$ cat config.mk
export PLATFORM = sky130hd
export DESIGN_NAME = cnt_mod_chain
export DESIGN_NICKNAME = d
export VERILOG_FILES = /design/src/rtl/cnt_mod_chain.sv
export SDC_FILE = /design/constraint.sdc
export NUM_CORES = 1
export LEC_CHECK = 0
export ABC_CLOCK_PERIOD_IN_PS = 2800
export CORE_MARGIN = 5
export CORE_UTILIZATION = 40
export DETAILED_ROUTE_END_ITERATION = 16
export HOLD_SLACK_MARGIN = 0.12
export PLACE_DENSITY = 0.67
export SLEW_MARGIN = 0
export SYNTH_ARGS = -nofsm -noshare
export SYNTH_HDL_FRONTEND = slang
export SYNTH_SLANG_ARGS = --single-unit
$ cat constraint.sdc
create_clock -name ck -period 2.8 [get_ports ck]
set_input_delay 0.56 -clock ck [delete_from_list [all_inputs] [get_ports ck]]
set_output_delay 0.56 -clock ck [all_outputs]
set_load 0.01 [all_outputs]
$ cat src/rtl/cnt_mod_chain.sv
// Cascaded modulo-MODULUS up/down counter chain with parallel load and sticky wrap flag.
// Latency: q updates one ck edge after load/count; ca is combinational from the current count.
// Backpressure: none; every enabled edge counts, and load always takes priority over counting.
module cnt_mod_chain #(
    parameter int WIDTH   = 4,
    parameter int MODULUS = 10,
    parameter int DIGITS  = 4
) (
    input  logic                      ck,
    input  logic                      res,
    input  logic                      en,
    input  logic                      up,
    input  logic                      ld,
    input  logic [DIGITS*WIDTH-1:0]   d,
    output logic [DIGITS*WIDTH-1:0]   q,
    output logic                      ca,
    output logic                      ovf
);

    localparam logic [WIDTH-1:0] MAXV = WIDTH'(MODULUS - 1);
    localparam logic [WIDTH:0]   MODV = (WIDTH + 1)'(MODULUS);

    logic [DIGITS*WIDTH-1:0] q_q, q_d;
    logic                    ovf_q, ovf_d;

    // lo_max[i] / lo_zero[i]: every digit below i sits at its top / bottom value
    logic [DIGITS:0]         lo_max, lo_zero;
    logic [WIDTH-1:0]        dig, fld;

    // Next-count: load with per-digit clamp, else ripple the step through the digits
    always_comb begin
        q_d        = q_q;
        lo_max     = '0;
        lo_zero    = '0;
        dig        = '0;
        fld        = '0;
        lo_max[0]  = 1'b1;
        lo_zero[0] = 1'b1;
        for (int i = 0; i < DIGITS; i++) begin
            dig = q_q[i*WIDTH +: WIDTH];
            fld = d[i*WIDTH +: WIDTH];
            lo_max[i+1]  = lo_max[i]  & (dig == MAXV);
            lo_zero[i+1] = lo_zero[i] & (dig == '0);
            if (ld) begin
                // Out-of-range load fields saturate so no digit can ever exceed MODULUS-1
                q_d[i*WIDTH +: WIDTH] = ({1'b0, fld} >= MODV) ? MAXV : fld;
            end else if (en) begin
                if (up && lo_max[i]) begin
                    q_d[i*WIDTH +: WIDTH] = (dig == MAXV) ? '0 : dig + WIDTH'(1);
                end else if (!up && lo_zero[i]) begin
                    q_d[i*WIDTH +: WIDTH] = (dig == '0) ? MAXV : dig - WIDTH'(1);
                end
            end
        end
    end

    // Whole-chain wrap indication; load suppresses it so ld always wins
    assign ca = en & ~ld & (up ? lo_max[DIGITS] : lo_zero[DIGITS]);

    // Sticky wrap flag: set by a chain wrap, cleared only by load (or reset)
    assign ovf_d = ld ? 1'b0 : (ovf_q | ca);

    // Count and flag registers; reset forces zero immediately, independent of ck
    always_ff @(posedge ck or negedge res) begin
        if (!res) begin
            q_q   <= '0;
            ovf_q <= 1'b0;
        end else begin
            q_q   <= q_d;
            ovf_q <= ovf_d;
        end
    end

    assign q   = q_q;
    assign ovf = ovf_q;

endmodule

==> out/metrics.yaml <==
synth:
  syn-cell-area_um2: 1565
  synth_mux_area_share_pct: 1.359
  synthSimpleGateAreaFrac_pct: 32.53
  syn_avg_cell_area_um2: 7.454
  synth_compound_area_share_pct: 28.70
  synth_xor_xnor_area_share_pct: 3.917
  ys_seq_elements: 17
  synth_cells: 210
  synth-seq-area-share_pct: 27.18
  ys.flop_type: "dfrtp_1"
  synth_top_family_by_area: "simple AND/OR/NAND/NOR gates"
  async_flop_share_pct: 100.0
  synth_edf_count: 0
  yosys-top-cells-area: "dfrtp_1, o21ai_0, clkbuf_1"
  syn_nets: 231
  synth_warnings: 0
  synthAdderAreaFrac_pct: 0
  netlist-cell-type-count: 51
  synth_largest_area_cell: "dfrtp_1"
  yosys.area.top_type_share_pct: 27.18
timing:
  setup_slack_ps: 243.5
  hold_violations: 0
  finalClockSkew_ps: 2.965
  fin_crit_sh_pct: 91.30
  slew_headroom_pct: 44.48
  setup_tns_ps: 0
  max_freq_ghz: 0.3912
  fin_crit_ps: 2557
  setup_violations: 0
  rsz0062_at_grt: "no"
  slew_violations: 0
  hold_ws_ps: 523.5
  tightestPinTransition_ps: 830.3
job:
  maxCapViolations: 0
clock_network:
  hold_buffers: 0
  ctsLongestPathBuffers: 2
  worstSkewPairLatency_ps: 250
  path_clk_slew_ps: 70
  cts_tree: "yes"
  numClockSinks: 17
  cts_root_buf: "clkbuf_8"
  htreeDepth: 1
  cts_buffers: 3
critical_path:
  reg2reg_to: "q[10]$_DFFE_PN0P_"
  critPathKind: "primary input to output port"
  crit_required_ps: 2240
  endpoint_kind: "output port"
  cp_max_fo: 2
  crit_arrival_ps: 2000
  r2r_cells: 6
  r2r_start: "q[0]$_DFFE_PN0P_"
  r2r_setup_slack_ps: 440
  worstSetupStartpointType: "primary input"
global_routing:
  grt_usage_pct: 16.66
  grt_pass1_vias: 1586
  grt_antenna_before_repair: 0
  grt-ovfl-total: 0
  grt_pass1_wl_um: 7141
  grt_max_degree: 38
placement:
  port_buffers: 38
  place_congestion: 0.8467
  hpwl_um: 3030
  pre_cts_ws_ps: -205.4
  place_area_um2: 2110
  place_inst: 300
layout:
  layout_common_cells: "clkdlybuf4s50_1, buf_4, o21ai_0"
  final_common_cell: "clkdlybuf4s50_1"
  layout.nets: 279
  drive_gt1_share_pct: 14.01
  areaGrowthSynthToFinish_pct: 38.61
  instances_no_fill: 305
  final_util_pct: 58.38
  antenna_cells: 0
  stdcell_area_um2: 2170
  fillCellCount: 357
pwr:
  power_density_nw_per_um2: 395.2
  power.leakage_nw: 0.8401
  power_mw: 0.8575
  ir_drop_v: 0.0002254
outcome:
  status: "finished, final reports clean"
die:
  row_count: 22
  core_area_um2: 3716
  io_pins: 39
  start_util_pct: 42.12
  fp.dieH_um: 72.56
  die_x_um: 72.56
  dieArea_um2: 5264
routing:
  first_iter_violations: 75
  vias_per_cell: 5.643
  drt_pass1_iterations: 4
  finalWirelength_um: 4102
  wire_per_inst_um: 13.45
  ant_nets: 0
  vias: 1721
  drcViolationCount: 0
min_path:
  min_path_cells: 2
  hold_path.class: "flop to flop"
  hp-start: "ovf$_DFF_PN0_"
  hold_end: "ovf$_DFF_PN0_"
cell families after synthesis:
logic type	Yosys count
simple gates	87
compound gates	71
buf+inv	26
flops	17
xor+xnor	7
mux	2
synth_stat cells, types with 3 or more instances:
cell type,instances
a21oi_1,12
a221oi_1,3
a31oi_1,3
and3_1,5
clkbuf_1,17
dfrtp_1,17
inv_1,6
nand2_1,13
nand2b_1,5
nand3_1,5
nand4b_1,3
nor2_1,16
nor2b_1,4
nor3_1,6
nor4_1,5
o21a_1,4
o21ai_0,23
o22ai_1,5
o31ai_1,3
or3_1,5
or4_1,4
xnor2_1,3
xor2_1,4
where the power goes:
group	switching, mW	internal (mW)
Combinational	0.177	0.187
Sequential	0.0296	0.271
Clock	0.0922	0.101
Total	0.299	0.559
sequential cells by signal, indices dropped and copies added, names as in the netlist:
signal / cells
q: 16
ovf: 1
how the worst max path moves through the flow:
| stage | startpoint | to | slack [ps] |
|---|---|---|---|
| final | up | ca | 240 |
| after global routing | up | ca | 80 |
| after CTS | up | ca | 80 |
| after detailed placement | up | ca | -210 |
| after global placement | up | ca | -180 |
| after floorplan | q[1]$_DFFE_PN0P_ | ca | 430 |
metal layers:
layer / wire, µm / track usage [%]
met4: 17 / 4.303
met1: 1968 / 23.17
met2: 1821 / 26.85
met5: 0 / 0
met3: 295 / 2.493
timing repair:
action / in CTS / in global routing
pin swaps: 0 / 1
resized for setup: 2 / 4
endpoints found under the setup margin: 1 / 1
buffers inserted: 0 / 1
layout make-up:
type,instances,area (µm²),share of cell area [%]
Multi-Input combinational cell,167,1054,48.56
Timing Repair Buffer,63,563.0,25.95
Sequential cell,17,425.4,19.61
Tap cell,48,60.06,2.768
Clock buffer,4,45.04,2.076
Inverter,6,22.52,1.038
worst max-delay path: stages:
cell and delay, ps:
clkdlybuf4s50_1 500, nand3_2 110, nor4_4 280, and3_1 180, o211ai_1 120, nor2_1 110, clkbuf_2 140
No activity file was read; power rests on OpenSTA's default activity.
